`src/rtl/mem_arbiter_pkg.sv`:
```
// Shared types for the fetch / load-store memory arbiter.
package mem_arbiter_pkg;

    typedef enum logic [1:0] {
        IDLE    = 2'd0,
        IF_WAIT = 2'd1,
        LS_WAIT = 2'd2,
        RESP    = 2'd3
    } arb_state_e;

    typedef enum logic {
        OWN_IF = 1'b0,
        OWN_LS = 1'b1
    } owner_e;

    // Request as presented on the shared memory port.
    typedef struct packed {
        logic        we;
        logic [31:0] addr;
        logic [31:0] wdata;
        logic [3:0]  wmask;
    } mem_req_t;

    // Fetches are always reads with no write payload.
    function automatic mem_req_t fetch_req(input logic [31:0] addr);
        mem_req_t r;
        r      = '0;
        r.addr = addr;
        return r;
    endfunction

endpackage

```
`src/rtl/mem_arb_timer.sv`:
```
// Wait-state counter: counts memory stall cycles and flags the TIMEOUT-th one.
module mem_arb_timer
#(
    parameter int TIMEOUT = 16
)
(
    input  logic clk,
    input  logic reset,
    input  logic clear,
    input  logic enable,
    output logic expired
);

    localparam int CW = $clog2(TIMEOUT + 1);

    logic [CW-1:0] cnt_q, cnt_d;

    // Count stalled cycles; saturate so a stuck enable cannot wrap.
    always_comb begin
        cnt_d = cnt_q;
        if (clear) begin
            cnt_d = '0;
        end else if (enable && (cnt_q != CW'(TIMEOUT))) begin
            cnt_d = cnt_q + 1'b1;
        end
    end

    // Counter register.
    always_ff @(posedge clk or posedge reset) begin
        if (reset) begin
            cnt_q <= '0;
        end else begin
            cnt_q <= cnt_d;
        end
    end

    // High in the stalled cycle that brings the count up to TIMEOUT.
    assign expired = enable && (cnt_q == CW'(TIMEOUT - 1));

endmodule

```
`src/rtl/mem_arbiter.sv`:
```
// Arbitrates one shared memory port between instruction fetch and load/store.
// Load/store has priority, bounded to LS_BURST back-to-back grants while a
// fetch waits. Stalled accesses are aborted after TIMEOUT wait cycles.
module mem_arbiter
    import mem_arbiter_pkg::*;
#(
    parameter int TIMEOUT  = 16,
    parameter int LS_BURST = 4
)
(
    input  logic        clk,
    input  logic        reset,
    input  logic        if_req,
    input  logic [31:0] if_addr,
    output logic        if_ack,
    output logic [31:0] if_rdata,
    input  logic        ls_req,
    input  logic        ls_we,
    input  logic [31:0] ls_addr,
    input  logic [31:0] ls_wdata,
    input  logic [3:0]  ls_wmask,
    output logic        ls_ack,
    output logic [31:0] ls_rdata,
    output logic        err,
    output logic        mem_valid,
    output logic [31:0] mem_addr,
    output logic        mem_we,
    output logic [31:0] mem_wdata,
    output logic [3:0]  mem_wmask,
    input  logic        mem_ready,
    input  logic [31:0] mem_rdata,
    output logic        fault
);

    localparam int BW = $clog2(LS_BURST + 1);

    arb_state_e    state_q, state_d;
    owner_e        own_q, own_d;
    mem_req_t      req_q, req_d;
    logic [BW-1:0] burst_q, burst_d;
    logic          mem_valid_q, mem_valid_d;
    logic [31:0]   data_q, data_d;
    logic          abort_q, abort_d;
    logic          fault_q, fault_d;
    logic          if_ack_q, if_ack_d;
    logic          ls_ack_q, ls_ack_d;
    logic          err_q, err_d;
    logic [31:0]   if_rdata_q, if_rdata_d;
    logic [31:0]   ls_rdata_q, ls_rdata_d;

    logic in_wait, ack_busy, grant_ls, grant_if;
    logic tmr_clear, tmr_en, tmr_expired;

    // The ack cycle still shows the finished request's req high (it drops one
    // cycle later), so no grant is made while any ack is on the outputs.
    assign in_wait  = (state_q == IF_WAIT) || (state_q == LS_WAIT);
    assign ack_busy = if_ack_q || ls_ack_q;
    assign grant_ls = (state_q == IDLE) && !ack_busy && ls_req &&
                      ((burst_q < BW'(LS_BURST)) || !if_req);
    assign grant_if = (state_q == IDLE) && !ack_busy && !grant_ls && if_req;

    // Timer restarts on every grant and counts only stalled wait cycles, so
    // mem_ready on the final cycle wins over the abort.
    assign tmr_clear = grant_ls || grant_if;
    assign tmr_en    = in_wait && !mem_ready;

    mem_arb_timer #(.TIMEOUT(TIMEOUT)) u_timer (
        .clk     (clk),
        .reset   (reset),
        .clear   (tmr_clear),
        .enable  (tmr_en),
        .expired (tmr_expired)
    );

    // State register.
    always_ff @(posedge clk or posedge reset) begin
        if (reset) begin
            state_q <= IDLE;
        end else begin
            state_q <= state_d;
        end
    end

    // Next-state logic.
    always_comb begin
        state_d = state_q;
        unique case (state_q)
            IDLE: begin
                if (grant_ls) begin
                    state_d = LS_WAIT;
                end else if (grant_if) begin
                    state_d = IF_WAIT;
                end
            end
            IF_WAIT, LS_WAIT: begin
                if (mem_ready || tmr_expired) begin
                    state_d = RESP;
                end
            end
            RESP:    state_d = IDLE;
            default: state_d = IDLE;
        endcase
    end

    // Output / datapath next values; everything visible outside is a flop.
    always_comb begin
        own_d       = own_q;
        req_d       = req_q;
        mem_valid_d = mem_valid_q;
        data_d      = data_q;
        abort_d     = abort_q;
        fault_d     = fault_q;
        burst_d     = burst_q;
        if_ack_d    = 1'b0;
        ls_ack_d    = 1'b0;
        err_d       = 1'b0;
        if_rdata_d  = if_rdata_q;
        ls_rdata_d  = ls_rdata_q;

        // A burst only counts while fetch is actually waiting.
        if (!if_req) begin
            burst_d = '0;
        end

        unique case (state_q)
            IDLE: begin
                if (grant_ls) begin
                    own_d       = OWN_LS;
                    req_d.we    = ls_we;
                    req_d.addr  = ls_addr;
                    req_d.wdata = ls_wdata;
                    req_d.wmask = ls_wmask;
                    mem_valid_d = 1'b1;
                    burst_d     = if_req ? burst_q + 1'b1 : '0;
                end else if (grant_if) begin
                    own_d       = OWN_IF;
                    req_d       = fetch_req(if_addr);
                    mem_valid_d = 1'b1;
                    burst_d     = '0;
                end
            end
            IF_WAIT, LS_WAIT: begin
                if (mem_ready) begin
                    mem_valid_d = 1'b0;
                    data_d      = mem_rdata;
                    abort_d     = 1'b0;
                end else if (tmr_expired) begin
                    mem_valid_d = 1'b0;
                    data_d      = '0;
                    abort_d     = 1'b1;
                    fault_d     = 1'b1;
                end
            end
            RESP: begin
                err_d = abort_q;
                if (own_q == OWN_LS) begin
                    ls_ack_d   = 1'b1;
                    ls_rdata_d = data_q;
                end else begin
                    if_ack_d   = 1'b1;
                    if_rdata_d = data_q;
                end
            end
            default: ;
        endcase
    end

    // Datapath and output registers.
    always_ff @(posedge clk or posedge reset) begin
        if (reset) begin
            own_q       <= OWN_IF;
            req_q       <= '0;
            burst_q     <= '0;
            mem_valid_q <= 1'b0;
            data_q      <= '0;
            abort_q     <= 1'b0;
            fault_q     <= 1'b0;
            if_ack_q    <= 1'b0;
            ls_ack_q    <= 1'b0;
            err_q       <= 1'b0;
            if_rdata_q  <= '0;
            ls_rdata_q  <= '0;
        end else begin
            own_q       <= own_d;
            req_q       <= req_d;
            burst_q     <= burst_d;
            mem_valid_q <= mem_valid_d;
            data_q      <= data_d;
            abort_q     <= abort_d;
            fault_q     <= fault_d;
            if_ack_q    <= if_ack_d;
            ls_ack_q    <= ls_ack_d;
            err_q       <= err_d;
            if_rdata_q  <= if_rdata_d;
            ls_rdata_q  <= ls_rdata_d;
        end
    end

    assign mem_valid = mem_valid_q;
    assign mem_addr  = req_q.addr;
    assign mem_we    = req_q.we;
    assign mem_wdata = req_q.wdata;
    assign mem_wmask = req_q.wmask;
    assign if_ack    = if_ack_q;
    assign ls_ack    = ls_ack_q;
    assign if_rdata  = if_rdata_q;
    assign ls_rdata  = ls_rdata_q;
    assign err       = err_q;
    assign fault     = fault_q;

endmodule

```
`config.mk`:
```
export PLATFORM = sky130hd
export DESIGN_NAME = mem_arbiter
export DESIGN_NICKNAME = d
export VERILOG_FILES = /design/src/rtl/mem_arbiter_pkg.sv /design/src/rtl/mem_arb_timer.sv /design/src/rtl/mem_arbiter.sv
export SDC_FILE = /design/constraint.sdc
export NUM_CORES = 1
export LEC_CHECK = 0
export ABC_AREA = 1
export BUFFER_PORTS_ARGS = -buffer_cell sky130_fd_sc_hd__clkbuf_2
export CAP_MARGIN = 20
export CORE_UTILIZATION = 30
export DETAILED_ROUTE_END_ITERATION = 12
export GPL_TIMING_DRIVEN = 0
export PLACE_DENSITY = 0.63
export SLEW_MARGIN = 40
export SYNTH_ARGS = -nofsm -noshare
export SYNTH_HDL_FRONTEND = slang
export SYNTH_SLANG_ARGS = --single-unit
```
`constraint.sdc`:
```
create_clock -name clk -period 11.25 [get_ports clk]
set_input_delay 2.25 -clock clk [delete_from_list [all_inputs] [get_ports clk]]
set_output_delay 2.25 -clock clk [all_outputs]
set_load 0.02 [all_outputs]
```
# After elaboration in Yosys (flattened, before gate mapping)

Index checks and enable logic that the tools add are counted.

Divide/modulo/power cells: 0
Reductions and logical operators: 30
Multiplexer cells: 29
Equal/unequal tests: 8
Add/sub/neg operators: 2
Multipliers: 0
Bitwise operators: 2
Order comparisons: 1
Shift-type cells: 0

Operators by type and width:

| operator            | count |
|---|---|
| $mux 69             | 2 |
| $mux 32             | 2 |
| $mux 3              | 5 |
| $mux 1              | 13 |
| $mux 5              | 2 |
| $reduce_and 2->1    | 5 |
| $logic_and 1x1->1   | 8 |
| $reduce_bool 2->1   | 4 |
| $mux 2              | 3 |
| $ne 3x3->1 const B  | 2 |
| $pmux 2 s3          | 1 |
| $reduce_and 3->1    | 2 |
| $add 5x1->5 const B | 1 |
| $eq 5x4->1 const B  | 1 |
| $logic_or 1x1->1    | 5 |
| $ne 5x5->1 const B  | 1 |
| $eq 2x2->1 const B  | 2 |
| $logic_not 1->1     | 4 |
| $add 3x1->3 const B | 1 |
| $lt 3x3->1 const B  | 1 |
| $eq 2x1->1 const B  | 1 |
| $logic_not 2->1     | 1 |
| $ne 2x2->1 const B  | 1 |
| $not 1->1           | 2 |
| 2 further kinds     | 2 |

ROM bits: 0
Register bits after elaboration: 182
Bits in writable memories: 0
Memories kept: 0
Logic and storage cells: 89
Latch bits: 0
Input port bits: 138
Output and inout bits: 138

# Depth between registers and ports, before layout

Gate-level depths: netlist of the first run.

Depth in word-level cells: 11
Depth in mapped cells: 10

# Modules after synthesis

A second synthesis of the first run with hierarchy kept.

Cell total of the unflattened synthesis: 901
Area total of the unflattened synthesis: 7776.2 µm²

Modules (own cells, without submodules):

| module        | times used | cells an instance | area each (µm²) |
|---|---|---|---|
| mem_arbiter   | 1          | 857               | 7435.9 |
| mem_arb_timer | 1          | 44                | 340.3 |

# Worst setup path before layout of the first run

OpenSTA, ideal clock, no wires.

Path kind: input port to flip-flop
Start: input port ls_req
End: register req_q (netlist bit mem_addr[0])
Setup time: 0.117 ns
Cell stages on the path: 8
Path slack: 8.157 ns
Arrival: 2.976 ns
Required time: 11.133 ns
Path through: buf_2 > inv_2 > nand2_2 > nand2_2 > buf_6 > buf_6 > nand2_1 > nand2_1

Word-level cells in the longest chain between the ends: 7
Elaborated cells on any way between the ends: 8

RTL lines:

| item                               | RTL line           | text |
|---|---|---|
| start: declaration                 | mem_arbiter.sv:17  | `input logic ls_req,` |
| $logic_and 1x1->1 * (2 in series)  | mem_arbiter.sv:58  | `assign grant_ls = (state_q == IDLE) && !ack_busy && ls_req &&` |
| $logic_not 1->1                    | mem_arbiter.sv:60  | `assign grant_if = (state_q == IDLE) && !ack_busy && !grant_ls && if_req;` |
| $logic_and 1x1->1 (2 in series)    | mem_arbiter.sv:60  |  |
| $reduce_bool 2->1 (no source line) | --                 |  |
| $reduce_and 2->1 (no source line)  | --                 |  |
| end signal: assignment             | mem_arbiter.sv:185 | `req_q <= req_d;` |
| end: declaration                   | mem_arbiter.sv:39  | `mem_req_t req_q, req_d;` |

Every way passes the cells marked *; elsewhere a longest branch is shown, timed or not.
A chain may end at the register's enable or synchronous reset.

# Worst setup path in the final report of the first run

Start: input port if_req
End: register req_q (netlist bit mem_addr[24])

Word-level cells in the longest chain between the ends: 8
Elaborated cells on any way between the ends: 9

RTL lines:

| item                               | RTL line          | text |
|---|---|---|
| start: declaration                 | mem_arbiter.sv:13 | `input logic if_req,` |
| $logic_not 1->1                    | --                |  |
| $logic_or 1x1->1                   | mem_arbiter.sv:59 | `((burst_q < BW'(LS_BURST)) \|\| !if_req);` |
| $logic_and 1x1->1                  | mem_arbiter.sv:58 |  |
| $logic_not 1->1                    | mem_arbiter.sv:60 |  |
| $logic_and 1x1->1 (2 in series)    | mem_arbiter.sv:60 |  |
| $reduce_bool 2->1 (no source line) | --                |  |
| $reduce_and 2->1 (no source line)  | --                |  |

Several ways; a longest one is shown, not always the timed one.

==> results.yml, run 1 <==
outcome:
  status: "finished, final reports clean"
floorplan:
  die_area_mm2: 0.0264
  die_w_um: 163
  start_util_pct: 30.6
  io-pin-count: 276
  row_count: 58
  core_area_mm2: 0.0253
  fp.dieH_um: 163
timing:
  fin_skew_ns: 0.0121
  rsz0062_at_grt: "no"
  period_share_pct: 29.2
  finalHoldViolCount: 0
  fin_crit_ns: 3.28
  max_freq_mhz: 305
  worst_pin_slew_ns: 0.587
  fin_setup_tns_ns: 0
  setup_viol: 0
  maxSlewViolCount: 0
  maxSlewHeadroom_pct: 60.9
  whs_ns: 0.464
setup_path:
  crit_arrival_ns: 3.65
  crit_type: "in -> reg"
  cp-end-kind: "flop"
  ff2ff_setup_slack_ns: 9.21
  r2r_cells: 7
  r2r-start: "u_timer.cnt_q[0]"
  r2r-end: "data_q[11]"
  cp-start-kind: "input pin"
  cp.required_ns: 11.62
  path_max_fanout: 10
drt:
  ant_nets: 0
  dr_total_vias: 6832
  wl_um: 22200
  dr.pass1.iters: 5
  first_iter_violations: 443
  via_per_inst: 4.47
  drcViolationCount: 0
  wl_per_cell_um: 14.5
yosys:
  syn_inst: 892
  ys_ff_latch: 182
  synth_nets: 1037
  yosysUniqueCellTypes: 24
  synth.avg_cell_area_um2: 8.67
  seq_area_frac_synth_pct: 58.9
  syn_area_mm2: 0.00773
  ys.warnings.count: 0
power:
  irDropWorstVdd_mv: 0.118
  leakagePower_uw: 0.00578
  cellPowerDensity_mw_per_mm2: 292
clocking:
  clk_pin_slew_ns: 0.08
  cts_setup_buffers: 0
  postCtsHoldBufs: 0
  cts_buffers: 17
  cts_root_buf: "clkbuf_16"
  cts_sinks: 182
  cts_max_level: 4
  cts_tree: "done"
  clockBufferDepth: 2
  cts_resized: 0
  clk_latency_ns: 0.42
global_route:
  grtUsageTotal_pct: 17.2
  grt_use_met1_pct: 21.2
  grt_pass1_vias: 6696
  grt_pass1_wl_um: 35400
  gr-total-overflow: 0
  top_usage_layer: "met2"
  use_met2_pct: 29.1
  use_met3_pct: 5.65
  grt_max_degree: 74
  antenna_found_initial: 0
hold_path:
  whs_endpoint: "fault"
  hold_path_depth: 2
  holdCritStartpoint: "fault"
  hold_class: "reg -> reg"
cells_and_area:
  drive_gt1_share_pct: 28.3
  antenna_cells: 0
  area_delta_synth_final_pct: 31.7
  nNetsFinal: 1331
  layout_commonest_cell: "clkbuf_2"
  final_cell_mix: "clkbuf_2, nand2_1, dfrtp_1"
place:
  place_hpwl_um: 16200
  place_congestion: 0.824
  io_buffers: 273
flow_run:
  cap_viol_max_count: 0
==> state kept, by name, summed over array words and instances, names as in the netlist, 2 cells and up <==
register,flops
mem_addr,32
state_q,2
mem_wmask,4
data_q,32
if_rdata,32
ls_rdata,32
u_timer.cnt_q,5
burst_q,3
mem_wdata,32
==> stage by stage <==
stage	utilization (%)	area [µm²]	std cells	power (µW)	setup WS [ns]
after global routing	40.3	10200	1529	3210	7.81
after floorplan	-	7730	892	1890	4.06
after global placement	37.7	9510	1495	2350	1.74
after CTS	40.3	10200	1529	3020	7.89
after detailed placement	37.9	9570	1497	2380	7.44
final	40.3	10200	1529	2970	7.97
==> Yosys cell counts (all sizes together) <==
cell type,instances,share of area [%]
nand3,75,4.9
nand4,35,2.9
a21oi,4,0.26
clkbuf,31,1.5
xor2,1,0.11
ha,7,1.1
o21ai,139,9.0
buf,22,1.7
dfrtp,182,59
or2,1,0.081
and3,1,0.081
nor2,7,0.53
nand2,227,11
xnor2,1,0.11
inv,159,7.7
==> kinds of logic (layout without fill, tap and decap cells) <==
logic type               Yosys count  after routing  share of synthesized area [%]
flip-flops                       182            182                           58.9
adder cells (fa/ha/maj)            7              7                           1.13
XOR/XNOR                           2              2                          0.227
buffers and inverters            212            519                           10.9
AO/OA/AOI/OAI                    143            143                           9.26
AND/OR/NAND/NOR                  346            346                           19.6
==> per-layer routing <==
metal,vias up,routed length (µm)
li1,3386,-
met1,3192,9640
met2,243,10500
met3,11,1800
met4,0,219
met5,-,0
==> critical path, cell delays in order <==
cell	delay, ns
clkbuf_2	0.10
nand2_1	0.26
nand4_2	0.40
clkbuf_2	0.31
nand2_1	0.17
nand3_1	0.09
nand2_1	0.06
==> power breakdown <==
group          internal (µW)  switching (µW)
clock                    339             283
combinational            393             879
sequential               937             138
total                   1670            1300
==> cell type report <==
type / count / area (µm²)
plain buffers: 53 / 248
clock buffers: 17 / 425
clock inverters: 15 / 184
fillers: 2538 / 15100
inverters: 159 / 604
multi-input cells: 498 / 2330
flip-flops and latches: 182 / 4550
well taps: 330 / 413
repair buffers: 275 / 1420
==> worst max path at each step <==
stage	start	to	slack [ns]
6_report	if_req	mem_addr[24]	7.97
5_1_grt	if_req	mem_wdata[22]	7.81
4_1_cts	if_req	mem_addr[24]	7.89
3_5_place_dp	if_req	mem_addr[24]	7.44
3_3_place_gp	reset	ls_rdata[2]	1.74
2_1_floorplan	reset	abort_q	4.06
Power figures use the tool's default switching activity.
==> inputs of run 2 (changes only) <==
==> constraint.sdc (replaced) <==
create_clock -name clk -period 3.05 [get_ports clk]
set_input_delay 0.61 -clock clk [delete_from_list [all_inputs] [get_ports clk]]
set_output_delay 0.61 -clock clk [all_outputs]
set_load 0.02 [all_outputs]
==> results.yml, run 2 (synthesis gave the netlist of run 1 again) <==
drt:
  first_iter_violations: 453
  ant_nets: 0
  wl_um: 22200
  dr.pass1.iters: 7
  dr_total_vias: 6933
  via_per_inst: 4.51
  wl_per_cell_um: 14.5
  drcViolationCount: 0
global_route:
  grt_pass1_wl_um: 35500
  grt_use_met1_pct: 21.5
  use_met2_pct: 28.9
  use_met3_pct: 5.25
  grt_pass1_vias: 6680
  antenna_found_initial: 0
  grt_max_degree: 26
  top_usage_layer: "met2"
  gr-total-overflow: 0
  grtUsageTotal_pct: 17.2
clocking:
  clk_pin_slew_ns: 0.08
  postCtsHoldBufs: 0
  clk_latency_ns: 0.43
  cts_tree: "done"
  cts_root_buf: "clkbuf_16"
  cts_setup_buffers: 0
  cts_buffers: 17
  cts_sinks: 182
  cts_resized: 0
  cts_max_level: 4
  clockBufferDepth: 2
cells_and_area:
  drive_gt1_share_pct: 28.7
  nFillCells: 2562
  nNetsFinal: 1338
  regArea_mm2: 0.00455
  final_cell_area_mm2: 0.0103
  final_cell_mix: "clkbuf_2, nand2_1, dfrtp_1"
  antenna_cells: 0
  final_core_util_pct: 40.9
  multi_input_area_mm2: 0.00233
  area_delta_synth_final_pct: 33.5
  layout_commonest_cell: "clkbuf_2"
power:
  leakagePower_uw: 0.00584
  pwr-share-comb_pct: 43.2
  p_int_uw: 6100
  switching_share_pct: 44.1
  p_seq_share_pct: 36.4
  p_sw_uw: 4810
  cellPowerDensity_mw_per_mm2: 1060
  power.share.clock_pct: 20.4
  irDropWorstVdd_mv: 0.449
setup_path:
  slowest_delay_ns: 0.41
  crit_type: "reg -> reg"
  cp.required_ns: 3.39
  cpMostUsedCell: "ha_1"
  crit_buf_inv: 2
  cp-start-kind: "flop"
  crit_slowest_cell: "dfrtp_1"
  path_max_fanout: 10
  cp-end-kind: "flop"
  worstPathCellList: "ha_1 -> and3_1 -> ha_1 -> o21ai_1 -> inv_1 -> clkbuf_1 -> o21ai_0"
  cp_top_family: "compound AO/OA/AOI/OAI gates"
  crit_arrival_ns: 2.35
place:
  place_congestion: 0.834
  preCtsSetupSlack_ns: 0.905
  dpl-instance-area_mm2: 0.00973
  io_buffers: 273
  place_hpwl_um: 16700
timing:
  fin_skew_ns: 0.0104
  maxSlewViolCount: 0
  fin_crit_ns: 2.01
  fin_setup_tns_ns: 0
  rsz0062_at_grt: "no"
  finalHoldViolCount: 0
  max_freq_mhz: 497
  worst_pin_slew_ns: 0.546
  period_share_pct: 66.0
  setup_viol: 0
  fin_ws_ns: 1.04
  whs_ns: 0.164
  maxSlewHeadroom_pct: 63.6
floorplan:
  start_util_pct: 30.6
  io-pin-count: 276
  core_area_mm2: 0.0253
  row_count: 58
  die_area_mm2: 0.0264
  die_w_um: 163
  fp.dieH_um: 163
flow_run:
  cap_viol_max_count: 0
hold_path:
  hold_class: "in -> async"
outcome:
  status: "finished, final reports clean"
## run 2: per-stage QoR
step | power [µW] | instances
4_1_cts | 11100 | 1536
6_report | 10900 | 1536
2_1_floorplan | 6980 | 892
5_1_grt | 11800 | 1536
3_5_place_dp | 8810 | 1504
3_3_place_gp | 8660 | 1495
## run 2: final cells by class
type,instances,share of cell area (%)
Sequential cell,182,44.1
Multi-Input combinational cell,498,22.6
Timing Repair Buffer,282,15.4
Inverter,159,5.82
Clock buffer,17,4.12
Tap cell,330,4.00
Buffer,53,2.40
Clock inverter,15,1.60
## run 2: final timing paths
| path | startpoint | end | cells past startpoint | slack (ns) |
|---|---|---|---|---|
| worst min register to register | fault | fault | 2 | 0.47 |
| min in group clk | ls_wdata[11] | mem_wdata[11] | 3 | 0.41 |
| max in group asynchronous | reset | if_rdata[4] | 5 | 2.08 |
| worst max register to register | u_timer.cnt_q[0] | data_q[21] | 7 | 1.04 |
| worst min-delay path | reset | ls_rdata[26] | 2 | 0.16 |
| worst max-delay path | u_timer.cnt_q[0] | data_q[21] | 7 | 1.04 |
## run 2: power by group through the flow
stage / clock, µW / sequential, µW / combinational [µW]
after floorplan: 0 / 4890 / 2100
after global placement: 0 / 3980 / 4680
after detailed placement: 0 / 4000 / 4800
after CTS: 2300 / 3970 / 4810
after global routing: 2400 / 4090 / 5300
final: 2220 / 3970 / 4710
## run 2: routing by layer
layer  vias up  wire (µm)
met1      3258       9770
met4         0        224
met3        18       1740
li1       3402          -
met2       255      10500
met5         -          0
## run 2: worst reg2reg max path: stages (launching register included)
cell and delay (ns):
dfrtp_1 0.41, ha_1 0.23, and3_1 0.19, ha_1 0.21
o21ai_1 0.24, inv_1 0.18, clkbuf_1 0.26, o21ai_0 0.23
